`src/rtl/risc_isa_pkg.sv`:
```
// Shared ISA definitions for the instruction encoder and decoder: mnemonic codes,
// opcode/funct tables, word formats and the legal-code bound.
package risc_isa_pkg;

    typedef enum logic [2:0] {
        FMT_R,
        FMT_R_SHIFT,
        FMT_R_JR,
        FMT_I,
        FMT_J
    } fmt_e;

    localparam logic [4:0] MN_ADD  = 5'd0;
    localparam logic [4:0] MN_SUB  = 5'd1;
    localparam logic [4:0] MN_SLT  = 5'd2;
    localparam logic [4:0] MN_AND  = 5'd3;
    localparam logic [4:0] MN_SHL  = 5'd4;
    localparam logic [4:0] MN_SHR  = 5'd5;
    localparam logic [4:0] MN_OR   = 5'd6;
    localparam logic [4:0] MN_XOR  = 5'd7;
    localparam logic [4:0] MN_SHA  = 5'd8;
    localparam logic [4:0] MN_NOR  = 5'd9;
    localparam logic [4:0] MN_SEQ  = 5'd10;
    localparam logic [4:0] MN_JR   = 5'd11;
    localparam logic [4:0] MN_ANDI = 5'd12;
    localparam logic [4:0] MN_ORI  = 5'd13;
    localparam logic [4:0] MN_LW   = 5'd14;
    localparam logic [4:0] MN_SW   = 5'd15;
    localparam logic [4:0] MN_J    = 5'd16;
    localparam logic [4:0] MN_BLTZ = 5'd17;
    localparam logic [4:0] MN_BEQ  = 5'd18;
    localparam logic [4:0] MN_BNE  = 5'd19;
    localparam logic [4:0] MN_JAL  = 5'd20;
    localparam logic [4:0] MN_LUI  = 5'd21;
    localparam logic [4:0] MN_COP0 = 5'd22;

    // Codes below MN_FIRST_ITYPE are R-type; codes from MN_FIRST_ILLEGAL up are rejected.
    localparam logic [4:0] MN_FIRST_ITYPE   = 5'd12;
    localparam logic [4:0] MN_FIRST_ILLEGAL = 5'd23;

    localparam logic [5:0] FN_ADD = 6'd32;
    localparam logic [5:0] FN_SUB = 6'd34;
    localparam logic [5:0] FN_SLT = 6'd42;
    localparam logic [5:0] FN_AND = 6'd36;
    localparam logic [5:0] FN_SHL = 6'd31;
    localparam logic [5:0] FN_SHR = 6'd30;
    localparam logic [5:0] FN_OR  = 6'd37;
    localparam logic [5:0] FN_XOR = 6'd38;
    localparam logic [5:0] FN_SHA = 6'd29;
    localparam logic [5:0] FN_NOR = 6'd39;
    localparam logic [5:0] FN_SEQ = 6'd40;
    localparam logic [5:0] FN_JR  = 6'd8;

    localparam logic [5:0] OP_RTYPE = 6'b000000;
    localparam logic [5:0] OP_ANDI  = 6'b001100;
    localparam logic [5:0] OP_ORI   = 6'b001101;
    localparam logic [5:0] OP_LW    = 6'b100011;
    localparam logic [5:0] OP_SW    = 6'b101011;
    localparam logic [5:0] OP_J     = 6'b000010;
    localparam logic [5:0] OP_BLTZ  = 6'b000001;
    localparam logic [5:0] OP_BEQ   = 6'b000100;
    localparam logic [5:0] OP_BNE   = 6'b000101;
    localparam logic [5:0] OP_JAL   = 6'b000011;
    localparam logic [5:0] OP_LUI   = 6'b001111;
    localparam logic [5:0] OP_COP0  = 6'b010000;

    // Request as captured by the first pipeline stage.
    typedef struct packed {
        logic [4:0]  mnem;
        logic [4:0]  rs;
        logic [4:0]  rt;
        logic [4:0]  rd;
        logic [4:0]  shamt;
        logic [15:0] imm;
        logic [25:0] target;
    } enc_req_t;

    function automatic logic [5:0] funct_of(input logic [4:0] code);
        logic [5:0] fn;
        case (code)
            MN_ADD:  fn = FN_ADD;
            MN_SUB:  fn = FN_SUB;
            MN_SLT:  fn = FN_SLT;
            MN_AND:  fn = FN_AND;
            MN_SHL:  fn = FN_SHL;
            MN_SHR:  fn = FN_SHR;
            MN_OR:   fn = FN_OR;
            MN_XOR:  fn = FN_XOR;
            MN_SHA:  fn = FN_SHA;
            MN_NOR:  fn = FN_NOR;
            MN_SEQ:  fn = FN_SEQ;
            MN_JR:   fn = FN_JR;
            default: fn = 6'd0;
        endcase
        return fn;
    endfunction

    function automatic logic [5:0] opcode_of(input logic [4:0] code);
        logic [5:0] op;
        case (code)
            MN_ANDI: op = OP_ANDI;
            MN_ORI:  op = OP_ORI;
            MN_LW:   op = OP_LW;
            MN_SW:   op = OP_SW;
            MN_J:    op = OP_J;
            MN_BLTZ: op = OP_BLTZ;
            MN_BEQ:  op = OP_BEQ;
            MN_BNE:  op = OP_BNE;
            MN_JAL:  op = OP_JAL;
            MN_LUI:  op = OP_LUI;
            MN_COP0: op = OP_COP0;
            default: op = OP_RTYPE;
        endcase
        return op;
    endfunction

    function automatic fmt_e fmt_of(input logic [4:0] code);
        logic [5:0] fn;
        logic [5:0] op;
        fmt_e       fmt;
        fn = funct_of(code);
        op = opcode_of(code);
        if (code < MN_FIRST_ITYPE) begin
            if (fn == FN_SHL || fn == FN_SHR || fn == FN_SHA) fmt = FMT_R_SHIFT;
            else if (fn == FN_JR)                             fmt = FMT_R_JR;
            else                                              fmt = FMT_R;
        end else if (op == OP_J || op == OP_JAL) begin
            fmt = FMT_J;
        end else begin
            fmt = FMT_I;
        end
        return fmt;
    endfunction

endpackage

```
`src/rtl/instr_encoder_if.sv`:
```
// Request/response bus of the instruction encoder.
// Both channels use valid/ready: a transfer happens on a rising clock edge where valid
// and ready are both 1; once valid is raised, the payload stays stable until that edge.
interface instr_encoder_if #(
    parameter int ADDR_W = 10
);
    logic              in_valid;
    logic              in_ready;
    logic [4:0]        in_mnem;
    logic [4:0]        in_rs;
    logic [4:0]        in_rt;
    logic [4:0]        in_rd;
    logic [4:0]        in_shamt;
    logic [15:0]       in_imm;
    logic [25:0]       in_target;
    logic              out_valid;
    logic              out_ready;
    logic [31:0]       out_word;
    logic [ADDR_W-1:0] out_addr;

    modport master (
        output in_valid, in_mnem, in_rs, in_rt, in_rd, in_shamt, in_imm, in_target,
        output out_ready,
        input  in_ready, out_valid, out_word, out_addr
    );

    modport slave (
        input  in_valid, in_mnem, in_rs, in_rt, in_rd, in_shamt, in_imm, in_target,
        input  out_ready,
        output in_ready, out_valid, out_word, out_addr
    );
endinterface

```
`src/rtl/instr_enc_lut.sv`:
```
// Combinational mnemonic lookup: code to word format, opcode, funct and legality.
module instr_enc_lut
    import risc_isa_pkg::*;
(
    input  logic [4:0] mnem_i,
    output fmt_e       fmt_o,
    output logic [5:0] opcode_o,
    output logic [5:0] funct_o,
    output logic       illegal_o
);

    always_comb begin
        fmt_o     = fmt_of(mnem_i);
        opcode_o  = opcode_of(mnem_i);
        funct_o   = funct_of(mnem_i);
        illegal_o = (mnem_i >= MN_FIRST_ILLEGAL);
    end

endmodule

```
`src/rtl/instr_encoder.sv`:
```
// Two-stage instruction encoder: S1 registers a request and looks it up, S2 packs and
// holds the 32-bit word together with its instruction-memory address.
module instr_encoder
    import risc_isa_pkg::*;
#(
    parameter int ADDR_W = 10
) (
    input  logic            clk,
    input  logic            rst_n,
    input  logic            addr_clr,
    output logic            err,
    output logic [7:0]      err_cnt,
    instr_encoder_if.slave  bus
);

    logic              alive_q;
    logic              s1_valid_q, s1_valid_d;
    enc_req_t          s1_req_q, s1_req_d;
    logic              out_valid_q, out_valid_d;
    logic [31:0]       out_word_q, out_word_d;
    logic [ADDR_W-1:0] out_addr_q, out_addr_d;
    logic [ADDR_W-1:0] addr_q, addr_d;
    logic              err_q, err_d;
    logic [7:0]        err_cnt_q, err_cnt_d;

    fmt_e        lut_fmt;
    logic [5:0]  lut_opcode;
    logic [5:0]  lut_funct;
    logic        lut_illegal;
    logic [31:0] enc_word;
    enc_req_t    req_in;

    logic s1_adv;
    logic s1_load;
    logic in_fire;
    logic out_fire;

    instr_enc_lut u_lut (
        .mnem_i    (s1_req_q.mnem),
        .fmt_o     (lut_fmt),
        .opcode_o  (lut_opcode),
        .funct_o   (lut_funct),
        .illegal_o (lut_illegal)
    );

    assign req_in = {bus.in_mnem, bus.in_rs, bus.in_rt, bus.in_rd, bus.in_shamt,
                     bus.in_imm, bus.in_target};

    // alive_q keeps in_ready low until the first clock after reset is released.
    assign s1_adv       = !out_valid_q || bus.out_ready;
    assign s1_load      = !s1_valid_q || s1_adv;
    assign bus.in_ready = alive_q && s1_load;
    assign in_fire      = bus.in_valid && bus.in_ready;
    assign out_fire     = out_valid_q && bus.out_ready;

    always_comb begin
        s1_valid_d = s1_valid_q;
        s1_req_d   = s1_req_q;
        if (s1_load) begin
            s1_valid_d = in_fire;
            if (in_fire) s1_req_d = req_in;
        end
    end

    always_comb begin
        enc_word = '0;
        case (lut_fmt)
            FMT_R:       enc_word = {lut_opcode, s1_req_q.rs, s1_req_q.rt, s1_req_q.rd,
                                     5'd0, lut_funct};
            FMT_R_SHIFT: enc_word = {lut_opcode, 5'd0, s1_req_q.rt, s1_req_q.rd,
                                     s1_req_q.shamt, lut_funct};
            FMT_R_JR:    enc_word = {lut_opcode, s1_req_q.rs, 15'd0, lut_funct};
            FMT_J:       enc_word = {lut_opcode, s1_req_q.target};
            default:     enc_word = {lut_opcode, s1_req_q.rs, s1_req_q.rt, s1_req_q.imm};
        endcase
    end

    // A word entering S2 takes the counter's next value, so a coincident handshake or
    // clear is already reflected in the address it carries.
    always_comb begin
        addr_d = addr_q;
        if (addr_clr)      addr_d = '0;
        else if (out_fire) addr_d = addr_q + 1'b1;

        out_valid_d = out_valid_q;
        out_word_d  = out_word_q;
        out_addr_d  = out_addr_q;
        if (s1_adv) begin
            out_valid_d = s1_valid_q && !lut_illegal;
            if (s1_valid_q && !lut_illegal) begin
                out_word_d = enc_word;
                out_addr_d = addr_d;
            end
        end

        err_d     = s1_valid_q && s1_adv && lut_illegal;
        err_cnt_d = err_cnt_q;
        if (err_d && err_cnt_q != 8'hFF) err_cnt_d = err_cnt_q + 8'd1;
    end

    always_ff @(posedge clk or negedge rst_n) begin
        if (!rst_n) begin
            alive_q     <= 1'b0;
            s1_valid_q  <= 1'b0;
            s1_req_q    <= '0;
            out_valid_q <= 1'b0;
            out_word_q  <= '0;
            out_addr_q  <= '0;
            addr_q      <= '0;
            err_q       <= 1'b0;
            err_cnt_q   <= '0;
        end else begin
            alive_q     <= 1'b1;
            s1_valid_q  <= s1_valid_d;
            s1_req_q    <= s1_req_d;
            out_valid_q <= out_valid_d;
            out_word_q  <= out_word_d;
            out_addr_q  <= out_addr_d;
            addr_q      <= addr_d;
            err_q       <= err_d;
            err_cnt_q   <= err_cnt_d;
        end
    end

    assign bus.out_valid = out_valid_q;
    assign bus.out_word  = out_word_q;
    assign bus.out_addr  = out_addr_q;
    assign err           = err_q;
    assign err_cnt       = err_cnt_q;

endmodule
```
`src/flat_wrapper.sv`:
```
// flat-port wrapper written by rule: the top's interface ports become plain ports
module instr_encoder_flat import risc_isa_pkg::*;
#(
    parameter int ADDR_W = 10
)
  (clk, rst_n, addr_clr, err, err_cnt, bus_in_valid, bus_in_mnem, bus_in_rs, bus_in_rt, bus_in_rd, bus_in_shamt, bus_in_imm, bus_in_target, bus_out_ready, bus_in_ready, bus_out_valid, bus_out_word, bus_out_addr);
  instr_encoder_if #(.ADDR_W(ADDR_W)) bus_i ();
  input  logic clk;
  input  logic rst_n;
  input  logic addr_clr;
  output logic err;
  output logic [7:0] err_cnt;
  input wire logic [$bits(bus_i.in_valid)-1:0] bus_in_valid;
  input wire logic [$bits(bus_i.in_mnem)-1:0] bus_in_mnem;
  input wire logic [$bits(bus_i.in_rs)-1:0] bus_in_rs;
  input wire logic [$bits(bus_i.in_rt)-1:0] bus_in_rt;
  input wire logic [$bits(bus_i.in_rd)-1:0] bus_in_rd;
  input wire logic [$bits(bus_i.in_shamt)-1:0] bus_in_shamt;
  input wire logic [$bits(bus_i.in_imm)-1:0] bus_in_imm;
  input wire logic [$bits(bus_i.in_target)-1:0] bus_in_target;
  input wire logic [$bits(bus_i.out_ready)-1:0] bus_out_ready;
  output wire logic [$bits(bus_i.in_ready)-1:0] bus_in_ready;
  output wire logic [$bits(bus_i.out_valid)-1:0] bus_out_valid;
  output wire logic [$bits(bus_i.out_word)-1:0] bus_out_word;
  output wire logic [$bits(bus_i.out_addr)-1:0] bus_out_addr;
  assign bus_i.in_valid = bus_in_valid;
  assign bus_i.in_mnem = bus_in_mnem;
  assign bus_i.in_rs = bus_in_rs;
  assign bus_i.in_rt = bus_in_rt;
  assign bus_i.in_rd = bus_in_rd;
  assign bus_i.in_shamt = bus_in_shamt;
  assign bus_i.in_imm = bus_in_imm;
  assign bus_i.in_target = bus_in_target;
  assign bus_i.out_ready = bus_out_ready;
  assign bus_in_ready = bus_i.in_ready;
  assign bus_out_valid = bus_i.out_valid;
  assign bus_out_word = bus_i.out_word;
  assign bus_out_addr = bus_i.out_addr;
  instr_encoder #(.ADDR_W(ADDR_W)) u_core (.clk(clk), .rst_n(rst_n), .addr_clr(addr_clr), .err(err), .err_cnt(err_cnt), .bus(bus_i));
endmodule
```
`config.mk`:
```
export PLATFORM = sky130hd
export DESIGN_NAME = instr_encoder_flat
export DESIGN_NICKNAME = d
export VERILOG_FILES = /design/src/rtl/risc_isa_pkg.sv /design/src/rtl/instr_encoder_if.sv /design/src/rtl/instr_enc_lut.sv /design/src/rtl/instr_encoder.sv /design/src/flat_wrapper.sv
export SDC_FILE = /design/constraint.sdc
export NUM_CORES = 1
export LEC_CHECK = 0
export CORE_MARGIN = 8
export CORE_UTILIZATION = 55
export DETAILED_ROUTE_END_ITERATION = 10
export PLACE_DENSITY = 0.9
export SKIP_CTS_REPAIR_TIMING = 1
export SYNTH_ARGS = -nofsm -noshare
export SYNTH_HDL_FRONTEND = slang
export SYNTH_SLANG_ARGS = --single-unit
```
`constraint.sdc`:
```
create_clock -name clk -period 5.3 [get_ports clk]
set_clock_uncertainty 0.15 [all_clocks]
set_input_delay 1.59 -clock clk [delete_from_list [all_inputs] [get_ports clk]]
set_output_delay 1.59 -clock clk [all_outputs]
set_load 0.005 [all_outputs]
```
## Word-level counts from Yosys, hierarchy flattened

Memories as Yosys holds them, arrays and structs flattened. A register that Yosys moved wholly into a read port is not among the register bits.
Index checks and enable logic that the tools add are counted.

| cells by class | value |
|---|---|
| add/subtract/negate cells | 2 |
| multiply operators | 0 |
| div/mod/pow operators | 0 |
| $lt $le $gt $ge | 2 |
| equality and inequality tests | 10 |
| shift-type cells | 0 |
| muxes and demuxes | 9 |
| bitwise gates (word level) | 0 |
| reduce and logical (&&, ||, !) cells | 19 |

Operators by type and width:

| cell | number |
|---|---|
| 26-bit case mux with 4 select lines | 1 |
| 10-bit 2-to-1 mux | 2 |
| 6-bit by 5-bit == test with 1-bit output, second input constant | 3 |
| 6-bit by 2-bit == test with 1-bit output, second input constant | 2 |
| 6-bit 2-to-1 mux | 2 |
| 10-bit by 1-bit adder with 10-bit output, second input constant | 1 |
| 8-bit by 1-bit adder with 8-bit output, second input constant | 1 |
| 8-bit != test, second input constant | 1 |
| 1-bit logical AND | 7 |
| 6-bit by 4-bit == test with 1-bit output, second input constant | 1 |
| 3-bit 2-to-1 mux | 2 |
| 5-bit greater-or-equal comparator, second input constant | 1 |
| 1-bit logical OR | 5 |
| 5-bit by 4-bit less-than comparator with 1-bit output, second input constant | 1 |
| 1-bit logical NOT | 4 |
| 2-bit 2-to-1 mux | 2 |
| 2-bit AND reduction | 2 |
| 3-bit by 1-bit == test with 1-bit output, second input constant | 1 |
| 3-bit by 2-bit == test with 1-bit output, second input constant | 1 |
| 3-bit == test, second input constant | 1 |
| 3-bit logical NOT | 1 |

| word-level totals | value |
|---|---|
| bits in registers | 131 |
| latch bits | 0 |
| RAM bits | 0 |
| memory bits (read-only) | 576 |
| input port bits | 72 |
| output and inout port bits | 53 |
| word-level logic and storage cells | 61 |
| memories | 4 |

Memories:

| name | words | width | rd ports | clocked after Yosys merged registers in | write ports | RTL line | source |
|---|---|---|---|---|---|---|---|
| (no name shown) | 32 | 6 | 1 | 0 | 0 | risc_isa_pkg.sv:100 | `case (code)` |
| (no name shown) | 32 | 6 | 1 | 1 | 0 | risc_isa_pkg.sv:100 |  |
| (no name shown) | 16 | 6 | 1 | 0 | 0 | risc_isa_pkg.sv:80 | `case (code)` |
| (no name shown) | 16 | 6 | 1 | 0 | 0 | risc_isa_pkg.sv:80 |  |

## Longest topological paths before layout

An unclocked memory read counts as a cell.

| logic depth | value |
|---|---|
| depth after elaboration | 9 |
| gate-level depth with buffers | 9 |
| gate-level depth less buffers | 7 |

## Modules after synthesis

Synthesis repeated with hierarchy kept, for this count alone.

| unflattened totals | value |
|---|---|
| cell total of the unflattened synthesis | 510 |
| area, all modules | 6138.4 µm² |

By module, submodules not included:

| module | instances | cells each | area each (µm²) |
|---|---|---|---|
| instr_encoder | 1 | 439 | 5626.6 |
| instr_enc_lut | 1 | 71 | 511.7 |

## Worst setup path before layout

Ideal clock, no wire load.

| timing path | value |
|---|---|
| path kind | input to output |
| start | input bus_out_ready |
| end | output bus_in_ready |
| arrival | 1985 ps |
| setup slack | 1575 ps |
| cell stages on the path | 3 |
| path through | nor2b_1 -> nand2_1 -> and2_1 |

| between the ends | value |
|---|---|
| word-level cells in the longest chain between the ends | 3 |

Ends and longest elaborated chain:

| element | RTL line | source |
|---|---|---|
| start, declared | flat_wrapper.sv:21 | `input wire logic [$bits(bus_i.out_ready)-1:0] bus_out_ready;` |
| 1-bit logical OR | instr_encoder.sv:50 | `assign s1_adv = !out_valid_q \|\| bus.out_ready;` |
| 1-bit logical OR | instr_encoder.sv:51 | `assign s1_load = !s1_valid_q \|\| s1_adv;` |
| 1-bit logical AND | instr_encoder.sv:52 | `assign bus.in_ready = alive_q && s1_load;` |
| end, declared | flat_wrapper.sv:22 | `output wire logic [$bits(bus_i.in_ready)-1:0] bus_in_ready;` |

No other way between the ends.

## Worst setup path after layout

Same ends and word-level chain as after synthesis.

==> impl_metrics.csv <==
group,metric,value,unit
clock_network,cts_tree,"built",
power_and_ir_drop,power.density,427,mW/mm^2
detailed_routing,drc,0,
die,die_h,118,um
timing,tightest_slew,0.878,ns
synth,yosysMostFrequentCell,"dfrtp_1",
synth,synthArstFlopShare,100,%
cells_and_area,fin_area,0.00765,mm^2
cells_and_area,fin_nets,698,
placement,placed_cell_area,0.00711,mm^2
timing,period_share,91.1,%
clock_network,cts.sinks,131,
timing,final_hold_viol_count,0,
worst_setup_path,critPathMaxStageDelay,0.51,ns
min_path,hp-class,"flop to flop",
die,die_w,118,um
grt,grt_max_degree,72,
clock_network,numCtsBuffers,17,
detailed_routing,viasPerCell,5.77,
worst_setup_path,cp_max_fo,7,
synth,synthDominantCellAreaShare,57.1,%
grt,track_usage,21.5,%
outcome,status,"completed",
clock_network,clockBufferDepth,2,
synth,synth-seq-area-share,57.1,%
synth,synthDistinctLibCells,45,
worst_setup_path,critPathCaptureType,"primary output",
detailed_routing,drtIter0Drc,302,
cells_and_area,seq_area,0.00328,mm^2
die,core-area,0.0102,mm^2
synth,synth_top_cell_by_area,"dfrtp_1",
cells_and_area,fillers,622,
detailed_routing,vias,4416,
timing,fmax,207,MHz
power_and_ir_drop,vdd.ir_drop.worst,0.291,mV
power_and_ir_drop,leakage,0.00326,uW
clock_network,h-tree-depth,4,
die,initial_core_util,56.1,%
timing,grt_setup_unrepaired,"false",
timing,max_slew_margin,41.4,%
synth,yosysWarningCount,0,
synth,synth_top_flop_cell,"dfrtp_1",
cells_and_area,layout-drive-gt1-share,18.4,%
detailed_routing,wl_per_cell,19.3,um
grt,grt_pass1_wl,24200,um
clock_network,cts_root_buffer,"clkbuf_8",
job,cap_violations,0,
synth,synth_cells,492,
die,row_count,37,
worst_setup_path,path_common_cell,"clkdlybuf4s50_1",
worst_setup_path,critical_path_class,"primary input to primary output",
detailed_routing,drt_wl_total,14700,um
timing,finalMaxSlewViolations,0,
cells_and_area,area_growth,33.2,%
die,die_area,0.0140,mm^2
grt,grt_overflow,0,
timing,fin_crit,4.83,ns
clock_network,cts.clk_slew.worst_paths,0.06,ns
synth,synth_top_cells_by_count,"dfrtp_1 (131), mux2_2 (71), nor2_1 (50)",
synth,avgSynthCellArea,11.7,um^2
detailed_routing,firstDrtPassIters,5,
placement,finalWeightedCongestion,0.924,
die,num_io_pins,125,
synth,synth_area_leaders,"dfrtp_1 (57%), mux2_2 (14%), nor2_1 (3.3%), nand2_1 (2.8%), a221oi_1 (2.4%)",
worst_setup_path,crit_required,3.56,ns
detailed_routing,detail-route-antenna-nets,0,
cells_and_area,multi_input_area,0.00230,mm^2
synth,syn_nets,573,
worst_setup_path,worstSetupStartpointType,"primary input",
grt,grt_pass1_vias,4853,
timing,tns,0,ns
grt,antenna_found_initial,0,
synth,synth_area,0.00574,mm^2
worst_setup_path,crit_chain,"clkdlybuf4s50_1 -> nor2b_1 -> nand2_1 -> and2_1 -> clkdlybuf4s50_1",
timing,setup_viol,0,
placement,hpwl,10200,um
synth,synth-edff-count,0,
synth,ys_seq_elements,131,
clock_network,insertion_delay,0.52,ns
worst_setup_path,cpMaxStageDelayCell,"clkdlybuf4s50_1",
worst_setup_path,cp.arrival,3.09,ns
cells_and_area,diodes,0,
placement,place.port_buffers,124,
==> critical path, delay by kind of cell <==
family / cells / cell delay (ns)
simple gates: 3 / 0.54
buf+inv: 2 / 0.96
==> placed cells by master (no fill, tap or decap), drive strengths merged, types with 10 or more instances in the layout <==
cell type      synthesis  final
nor2                  50     50
xor2                  11     11
a21oi                 26     26
nand2                 43     43
inv                   12     21
a221oi                16     16
clkdlybuf4s50          0    123
mux2                  71     71
dfrtp                131    131
clkbuf                 9     18
o31ai                 10     10
nand3                 19     19
==> through the flow <==
step,hold slack (ns),utilization [%],total power [uW],instances,worst slack (ns)
floorplan,0.320,-,1730,492,1.57
global placement,0.311,69.5,2160,734,0.539
detailed placement,0.322,69.5,2200,734,0.469
CTS,0.336,74.8,3280,766,0.463
global route,0.348,74.8,3420,766,0.383
finish,0.330,74.8,3260,766,0.469
==> flip-flops by register name, summed over array words and instances, names as in the netlist <==
| register | cells |
|---|---|
| u_core.s1_req_q | 67 |
| u_core.bus.out_word | 32 |
| u_core.addr_q | 10 |
| u_core.bus.out_addr | 10 |
| u_core.err_cnt | 8 |
| u_core.alive_q | 1 |
| u_core.bus.out_valid | 1 |
| u_core.err | 1 |
| u_core.s1_valid_q | 1 |
==> power by group <==
group          internal [uW]  switching [uW]  leakage [uW]
Clock                    599             468      0.000257
Sequential              1220             163       0.00159
Combinational            470             346       0.00141
Total                   2290             977       0.00326
==> layer usage <==
layer / part of all wire [%] / global-route usage [%] / vias up
met5: 0 / 0 / -
met4: 4.3 / 13.8 / 0
met3: 6.6 / 6.19 / 45
met2: 52 / 37.4 / 179
met1: 37 / 22.6 / 2190
li1: - / - / 2002
==> cell type report <==
cell class                 instances  share of cell area [%]
sequential                       131                    42.9
timing repair buffer             130                    17.1
tap                              136                    2.22
clock buffer                      18                    5.59
clock inverter                    14                    1.49
multi-input combinational        325                    30.1
inverter                          12                   0.589
==> cells by family after synthesis <==
| group | count (synthesis) | share of synthesized area [%] |
|---|---|---|
| buffers and inverters | 36 | 2.81 |
| adders and majority gates | 9 | 1.96 |
| and+or+nand+nor | 142 | 11.1 |
| DFF | 131 | 57.1 |
| xor gates and xnor gates | 16 | 2.44 |
| muxes | 71 | 13.9 |
| other | 1 | 0.0653 |
| AOI/OAI and AO/OA | 86 | 10.6 |
==> final timing paths <==
| path | start | endpoint | slack [ns] | depth (start not counted) |
|---|---|---|---|---|
| worst max-delay path | bus_out_ready | bus_in_ready | 0.47 | 5 |
| worst min-delay path | u_core.bus.out_addr[5] | u_core.bus.out_addr[5] | 0.33 | 2 |
| worst max register to register | u_core.s1_req_q[63] | u_core.bus.out_word[15] | 2.30 | 8 |
| worst min register to register | u_core.bus.out_addr[5] | u_core.bus.out_addr[5] | 0.33 | 2 |
| max in group asynchronous | rst_n | u_core.s1_req_q[23] | 3.20 | 2 |
| min in group asynchronous | rst_n | u_core.s1_req_q[47] | 0.97 | 1 |
No activity file was read; power rests on OpenSTA's default activity.
